<file path="config.mk">
export PLATFORM = sky130hd
export DESIGN_NAME = ecpri_mem_arb
export DESIGN_NICKNAME = d
export VERILOG_FILES = /design/src/rtl/ecpri_mem_arb.sv
export SDC_FILE = /design/constraint.sdc
export NUM_CORES = 1
export LEC_CHECK = 0
export BUFFER_PORTS_ARGS = -buffer_cell sky130_fd_sc_hd__buf_2
export CAP_MARGIN = 20
export CORE_UTILIZATION = 46
export DETAILED_ROUTE_END_ITERATION = 7
export HOLD_SLACK_MARGIN = 0.12
export PLACE_DENSITY_LB_ADDON = 0.05
export SYNTH_ARGS = -nofsm -noshare
export SYNTH_HDL_FRONTEND = slang
export SYNTH_SLANG_ARGS = --single-unit
</file>
<file path="constraint.sdc">
create_clock -name clk -period 3.25 [get_ports clk]
set_input_delay 0.1625 -clock clk [delete_from_list [all_inputs] [get_ports clk]]
set_output_delay 0.1625 -clock clk [all_outputs]
set_load 0.05 [all_outputs]
</file>
<file path="src/rtl/ecpri_mem_arb.sv">
// Three-requester arbiter for a shared single-port memory: round-robin with an
// exclusive bounded lock, registered issue, and a pipelined read-return path.
module ecpri_mem_arb #(
  parameter int unsigned DATA_WIDTH = 8,
  parameter int unsigned ADDR_WIDTH = 16,
  parameter int unsigned LOCK_MAX   = 16
) (
  input  logic                  clk,
  input  logic                  reset,
  input  logic [ADDR_WIDTH-1:0] addr_0,
  input  logic [ADDR_WIDTH-1:0] addr_1,
  input  logic [ADDR_WIDTH-1:0] addr_2,
  input  logic [DATA_WIDTH-1:0] data_0,
  input  logic [DATA_WIDTH-1:0] data_1,
  input  logic [DATA_WIDTH-1:0] data_2,
  input  logic                  we_0,
  input  logic                  we_1,
  input  logic                  we_2,
  input  logic                  oe_0,
  input  logic                  oe_1,
  input  logic                  oe_2,
  input  logic                  lock_0,
  input  logic                  lock_1,
  input  logic                  lock_2,
  output logic                  gnt_0,
  output logic                  gnt_1,
  output logic                  gnt_2,
  output logic [DATA_WIDTH-1:0] rdata_0,
  output logic [DATA_WIDTH-1:0] rdata_1,
  output logic [DATA_WIDTH-1:0] rdata_2,
  output logic                  rvalid_0,
  output logic                  rvalid_1,
  output logic                  rvalid_2,
  output logic [ADDR_WIDTH-1:0] mem_addr,
  output logic [DATA_WIDTH-1:0] mem_wdata,
  output logic                  mem_we,
  output logic                  mem_oe,
  input  logic [DATA_WIDTH-1:0] mem_rdata
);

  localparam int unsigned CntW = $clog2(LOCK_MAX + 1);

  typedef enum logic {StUnlocked, StLocked} state_e;

  logic [2:0][ADDR_WIDTH-1:0] addr;
  logic [2:0][DATA_WIDTH-1:0] data;
  logic [2:0]                 we, oe, lock, req;

  assign addr = {addr_2, addr_1, addr_0};
  assign data = {data_2, data_1, data_0};
  assign we   = {we_2, we_1, we_0};
  assign oe   = {oe_2, oe_1, oe_0};
  assign lock = {lock_2, lock_1, lock_0};
  assign req  = we | oe;

  state_e                     state_q, state_d;
  logic [1:0]                 owner_q, owner_d;
  logic [CntW-1:0]            cnt_q, cnt_d;
  logic [1:0]                 last_q, last_d;
  logic [2:0]                 gnt_q;
  logic [1:0]                 gnt_id_q;
  logic [ADDR_WIDTH-1:0]      mem_addr_q;
  logic [DATA_WIDTH-1:0]      mem_wdata_q;
  logic                       mem_we_q, mem_oe_q;
  logic                       rd_pend_q;
  logic [1:0]                 rd_id_q;
  logic [2:0]                 rvalid_q;
  logic [2:0][DATA_WIDTH-1:0] rdata_q;

  logic       win, lock_hit;
  logic [1:0] win_id, cand;
  logic [2:0] elig;

  always_comb begin
    state_d  = state_q;
    owner_d  = owner_q;
    cnt_d    = cnt_q;
    last_d   = last_q;
    win      = 1'b0;
    win_id   = 2'd0;
    elig     = 3'b000;
    cand     = last_q;
    lock_hit = (state_q == StLocked) && (cnt_q == CntW'(LOCK_MAX));
    if ((state_q == StLocked) && !lock_hit && lock[owner_q]) begin
      // Owner keeps the memory; an idle owner simply stalls everyone.
      if (req[owner_q]) begin
        win    = 1'b1;
        win_id = owner_q;
        cnt_d  = cnt_q + CntW'(1);
      end
    end else begin
      // A requester already showing gnt is still holding the serviced request.
      elig = req & ~gnt_q;
      if (lock_hit) elig[owner_q] = 1'b0;
      state_d = StUnlocked;
      cnt_d   = '0;
      for (int k = 0; k < 3; k++) begin
        cand = (cand == 2'd2) ? 2'd0 : cand + 2'd1;
        if (!win && elig[cand]) begin
          win    = 1'b1;
          win_id = cand;
        end
      end
      if (win && lock[win_id]) begin
        state_d = StLocked;
        owner_d = win_id;
        cnt_d   = CntW'(1);
      end
    end
    if (win) last_d = win_id;
  end

  always_ff @(posedge clk or negedge reset) begin
    if (!reset) begin
      state_q     <= StUnlocked;
      owner_q     <= 2'd0;
      cnt_q       <= '0;
      last_q      <= 2'd2;
      gnt_q       <= 3'b000;
      gnt_id_q    <= 2'd0;
      mem_addr_q  <= '0;
      mem_wdata_q <= '0;
      mem_we_q    <= 1'b0;
      mem_oe_q    <= 1'b0;
      rd_pend_q   <= 1'b0;
      rd_id_q     <= 2'd0;
      rvalid_q    <= 3'b000;
      rdata_q     <= '0;
    end else begin
      state_q  <= state_d;
      owner_q  <= owner_d;
      cnt_q    <= cnt_d;
      last_q   <= last_d;
      gnt_q    <= win ? (3'b001 << win_id) : 3'b000;
      mem_we_q <= win & we[win_id];
      mem_oe_q <= win & oe[win_id] & ~we[win_id];
      if (win) begin
        gnt_id_q    <= win_id;
        mem_addr_q  <= addr[win_id];
        mem_wdata_q <= data[win_id];
      end
      // Memory answers one cycle after mem_oe; tag travels alongside.
      rd_pend_q <= mem_oe_q;
      rd_id_q   <= gnt_id_q;
      rvalid_q  <= rd_pend_q ? (3'b001 << rd_id_q) : 3'b000;
      if (rd_pend_q) rdata_q[rd_id_q] <= mem_rdata;
    end
  end

  assign gnt_0     = gnt_q[0];
  assign gnt_1     = gnt_q[1];
  assign gnt_2     = gnt_q[2];
  assign rvalid_0  = rvalid_q[0];
  assign rvalid_1  = rvalid_q[1];
  assign rvalid_2  = rvalid_q[2];
  assign rdata_0   = rdata_q[0];
  assign rdata_1   = rdata_q[1];
  assign rdata_2   = rdata_q[2];
  assign mem_addr  = mem_addr_q;
  assign mem_wdata = mem_wdata_q;
  assign mem_we    = mem_we_q;
  assign mem_oe    = mem_oe_q;

endmodule
</file>
Yosys cells after proc, flatten, opt, wreduce, memory -nomap -nowiden
Index checks and enable logic that the tools add are counted.

Bits in registers: 71.

$add $sub $neg: 4. Order comparisons: 9. Eq/ne operators: 5. Shifts and indexed selects: 2. Multiplexer cells: 50. Bitwise gates (word level): 10. Reduce and logical (&&, ||, !) cells: 12.

Operators by type and width (number): $bmux W16 S2 (1); $bwmux W24 (1); $lt A2 B3 Y1 const B (7); $mux W1 (19); $mux W2 (9); $bmux W1 S2 (8); $bmux W8 S2 (1); $demux W8 S2 (1); $mux W16 (1); $mux W8 (2); $mux W3 (4); $mux W5 (2); $logic_and A1 B1 Y1 (8); $add A2 B1 Y2 const B (3); $and A3 B3 Y3 (2); $eq A2 B2 Y1 const B (3); $not A3 Y3 (2); $shl A1 B2 Y3 const A (2); $add A5 B1 Y5 const B (1); $eq A5 B5 Y1 const B (1); $ge A2 B1 Y1 const B (2); $and A1 B1 Y1 (3); $logic_not A1 Y1 (3); $or A3 B3 Y3 (1); 4 further kinds (5).

Depth between registers and ports, before layout
Word-level depth: 25. Mapped depth: 11. Depth with buffers taken out: 9.

Least setup slack after synthesis
Ideal clock, no wire load.

Kind: reg-to-reg. From: reg cnt_q[0]. To: reg mem_addr_q[12], in the netlist mem_addr[12]. Library setup time: 0.142 ns. Arrival time: 2.179 ns. Path slack: 0.929 ns. Stages on the path, launching flop included: 12. Path buffers: 2. Cell sequence: dfrtp_1 > inv_1 > ha_1 > and4bb_1 > nand3_2 > or3b_1 > a211oi_2 > nor2_1 > buf_6 > buf_6 > mux2i_1 > o221ai_1.

Word-level cells in the longest chain between the ends: 19. Elaborated cells between the ends (all ways): 31.

RTL lines: start, declared (line 58) `logic [CntW-1:0] cnt_q, cnt_d;`; start signal, assigned (line 132) `cnt_q <= cnt_d;`; $eq A5 B5 Y1 (*) (line 83) `lock_hit = (state_q == StLocked) && (cnt_q == CntW'(LOCK_MAX));`; $logic_and A1 B1 Y1 (*) (line 83); $mux W3 (line 94) `if (lock_hit) elig[owner_q] = 1'b0;`; $mux W3 (line 84) `if ((state_q == StLocked) && !lock_hit && lock[owner_q]) begin`; $bmux W1 S2 (line 99) `if (!win && elig[cand]) begin`; $mux W1 (not written as such) (line 99); $mux W1 (line 99); $mux W1 (line 84); [... 2 more ...]; $mux W1 (line 99); $mux W1 (line 84); $logic_not A1 Y1 (line 99); $logic_and A1 B1 Y1 (line 99); $mux W2 (line 99); $mux W2 (2 in a row) (line 84); $bmux W16 S2 (line 139) `mem_addr_q <= addr[win_id];`; $mux W16 (not written as such) (line 139); end signal, assigned (line 139); end, declared (line 62) `logic [ADDR_WIDTH-1:0] mem_addr_q;`.

Mark *: on every way between the ends. The rest lies on a longest branch, timed or not. The select of a mux whose other input is x is not followed. A chain may end at the register's enable or synchronous reset.

Worst setup path after layout
From: reg cnt_q[1]. To: reg mem_addr_q[6], in the netlist mem_addr[6].

The elaborated chain is that of the path after synthesis.

==> results.tsv <==
stage	metric	value	unit
floorplan	core outline area	0.006907	sq mm
synth	EDFF count, synth	0	
global_route	initial antenna violation count	0	
clock_tree	Reg clk slew, reported paths	0.08	ns
sta	Hold WS	0.1340	ns
clock_tree	H-Tree Level Count	3	
cells_and_area	# diodes	0	
critical_path	CP Max Fanout	15	
clock_tree	Num CTS Buffers	9	
synth	area leader, netlist	dfrtp_1	
power	Static Leak	2.512	nW
critical_path	WP depth	10	
cells_and_area	Final Cell Area	0.004738	sq mm
route	via count	3154	
floorplan	Die Height	87.25	um
synth	top cells by area, synth	dfrtp_1 (52%), nand2_1 (9.1%), mux2i_1 (7.8%)	
critical_path	CP delay by family, top	simple AND/OR/NAND/NOR gates	
cells_and_area	Layout Cells excl Fill	618	
synth	register area share after synthesis	0.5243	
cells_and_area	register area	0.001753	sq mm
sta	Setup WS post-layout	0.1325	ns
floorplan	Initial Utilization	0.4841	
route	DRT Wirelength	8.991	mm
power	Pwr Total	5.697	mW
critical_path	Buf+Inv Stages, Crit Path	2	
cells_and_area	nets@finish	610	
place	placed instance area	0.004180	sq mm
sta	Slew Limit Fails	0	
place	Routability Congestion	0.8535	
hold_path	Hold Crit Start	addr_1[8]	
critical_path	slowest CP cell	dlygate4sd3_1	
critical_path	CP peak stage delay	0.57	ns
critical_path	RR Endpoint	mem_addr[6]$_DFFE_PN0P_	
global_route	M1 GR Usage	0.2836	
cells_and_area	area delta synth->final	41.73	%
hold_path	Worst Hold End	mem_addr[8]$_DFFE_PN0P_	
sta	Final TNS setup	0	ns
clock_tree	Root Buffer	clkbuf_8	
global_route	vias in the first global route	3042	
synth	top cell type's share of synthesized area	0.5165	
global_route	GRT Overall Usage	0.2383	
sta	final hold vios	0	
clock_tree	clk sinks	70	
place	placed insts	567	
critical_path	crit path kind	register to register	
global_route	final global-route overflow total	0	
hold_path	HP Class	primary input to register	
clock_tree	CTS tree	yes	
cells_and_area	multi-input logic area	0.001410	sq mm
critical_path	CP Capture Type	register	
cells_and_area	Core Util, Final	0.6861	
global_route	met2 Resource Use GR	0.4027	
critical_path	CP Cell Sequence	inv_1, ha_1, and4bb_1, nand3_2, or3b_1, a211oi_4, nor2_4, mux2i_1, o221ai_1, dlygate4sd3_1	
synth	FF+latch count, synth	70	
sta	fin crit share	0.9592	
synth	Avg Cell Area, Syn	10.04	sq um
global_route	busiest grt layer	met2	
place	PortBufs	146	
power	worst vdd ir	0.7156	mV
clock_tree	clock latency at the later pin of the worst-skew pair	0.34	ns
global_route	met3 GRT Util	0.05308	
floorplan	I/O pin total	147	
floorplan	Die ar.	0.007613	sq mm
sta	Max-slew headroom	0.4172	
synth	Net Count, Synth	426	
route	WL/cell	14.55	um
floorplan	die width	87.25	um
clock_tree	Longest Clk Path Bufs	2	
status	status	finished, final reports clean	
cells_and_area	layout cell share with drive strength beyond 1	0.3602	
route	ANT nets after route	0	
power	PD cells	1202	mW/mm^2
sta	Clock Skew	0.009664	ns
sta	Finish-stage setup viols	0	
synth	yosys synthesis warning count	0	
critical_path	R2R depth	10	
critical_path	reg2reg start	cnt_q[1]$_DFFE_PN0P_	
clock_tree	# Post-CTS Setup Buffers	0	
critical_path	critical path startpoint category	register	
synth	mapped cell area	0.003343	sq mm
critical_path	CP Data Required Time	3.48	ns
job	Max-Cap Viols	0	
cells_and_area	Filler cells	574	
synth	Synth Flop Type	dfrtp_1	
global_route	first-pass GRT wire length	13.87	mm
route	DR iter-0 viols	124	
floorplan	Std-Cell Rows	30	
global_route	largest net degree at the start of global routing	33	
hold_path	Worst Hold Path Cells	3	
critical_path	R2R Setup Slk	0.13	ns
place	pre-CTS setup slack	0.5345	ns
sta	measured slew at the worst slew-check pin	0.8733	ns
synth	asr flop ratio synth	1.000	
critical_path	critical path arrival	3.35	ns
sta	fmax	0.3208	GHz
route	first-pass detailed-route iteration total	4	
place	post-detail-place hpwl	5.867	mm
route	DRC viols	0	
synth	post-synth cell types	46	
sta	Final min period	3.118	ns
route	vias per cell	5.104	
synth	Syn Inst Count	333	
[power breakdown]
part           total (mW)  internal [mW]  switching, mW
Clock               0.714          0.363          0.351
Sequential           1.55           1.31          0.244
Combinational        3.43           1.02           2.41
[sequential cells by signal (all words and copies together) (netlist names), 3 cells and up]
| name | cells |
|---|---|
| rvalid_q | 3 |
| mem_wdata | 8 |
| rdata_0 | 8 |
| cnt_q | 5 |
| rdata_1 | 8 |
| gnt_q | 3 |
| rdata_2 | 8 |
| mem_addr | 16 |
[layout by cell type (no fill, tap or decap), types with 3 or more instances in the layout]
master           n
buf_2          146
nand2_1         81
dfrtp_1         69
dlygate4sd3_1   34
inv_1           32
o221ai_1        26
mux2i_1         26
nor2_1          12
mux2_2           9
clkbuf_8         9
buf_4            7
o21bai_1         5
a21oi_1          4
o21ai_0          3
a21o_1           3
xor2_1           3
inv_6            3
[cells by family (layout without fill, tap and decap cells)]
kind of cell / count (synthesis) / count (layout) / synth area share
flops: 70 / 70 / 0.5243
fa+ha+maj: 2 / 2 / 0.007484
buf+inv: 49 / 237 / 0.06138
xor+xnor: 4 / 4 / 0.01048
mux: 35 / 35 / 0.1082
compound gates: 58 / 58 / 0.1374
simple gates: 115 / 116 / 0.1508
[cell usage after synthesis, types with 4 or more instances]
cell type	count
o21bai_1	5
buf_2	5
nor2_1	13
a21oi_1	4
o21ai_0	4
o221ai_1	26
inv_1	32
dfrtp_1	69
clkbuf_1	7
nand2_1	81
mux2_2	9
mux2i_1	26
[how the worst max path moves through the flow]
stage	from	endpoint
4_1_cts	cnt_q[0]$_DFFE_PN0P_	mem_addr[6]$_DFFE_PN0P_
3_3_place_gp	cnt_q[0]$_DFFE_PN0P_	mem_wdata[7]$_DFFE_PN0P_
3_5_place_dp	cnt_q[0]$_DFFE_PN0P_	mem_wdata[5]$_DFFE_PN0P_
6_report	cnt_q[1]$_DFFE_PN0P_	mem_addr[6]$_DFFE_PN0P_
5_1_grt	cnt_q[1]$_DFFE_PN0P_	mem_addr[6]$_DFFE_PN0P_
2_1_floorplan	cnt_q[0]$_DFFE_PN0P_	mem_addr[12]$_DFFE_PN0P_
[worst reg2reg max path, cell delays in order, from the launching register on]
cell	delay (ns)
dfrtp_1	0.41
inv_1	0.08
ha_1	0.16
and4bb_1	0.27
nand3_2	0.13
or3b_1	0.43
a211oi_4	0.38
nor2_4	0.20
mux2i_1	0.24
o221ai_1	0.13
dlygate4sd3_1	0.57
[metal layers]
| metal | wire [um] | part of all wire |
|---|---|---|
| met5 | 0 | 0 |
| met1 | 3793 | 0.42 |
| met4 | 246 | 0.027 |
| met2 | 4451 | 0.50 |
| met3 | 499 | 0.055 |
[area by class of cell]
type,instances,area share
multi-input cells,215,0.2976
repair buffers,187,0.2371
inverters,34,0.02693
flip-flops and latches,70,0.3699
well taps,96,0.02535
clock inverters,7,0.01690
clock buffers,9,0.02614
[timing repair]
| item | CTS | global route |
|---|---|---|
| setup endpoints to repair | 0 | 1 |
| endpoints found under the hold margin | 65 | 0 |
| hold buffers | 34 | 0 |
| resized for setup | 0 | 1 |
(Power assumes the default switching activity.)
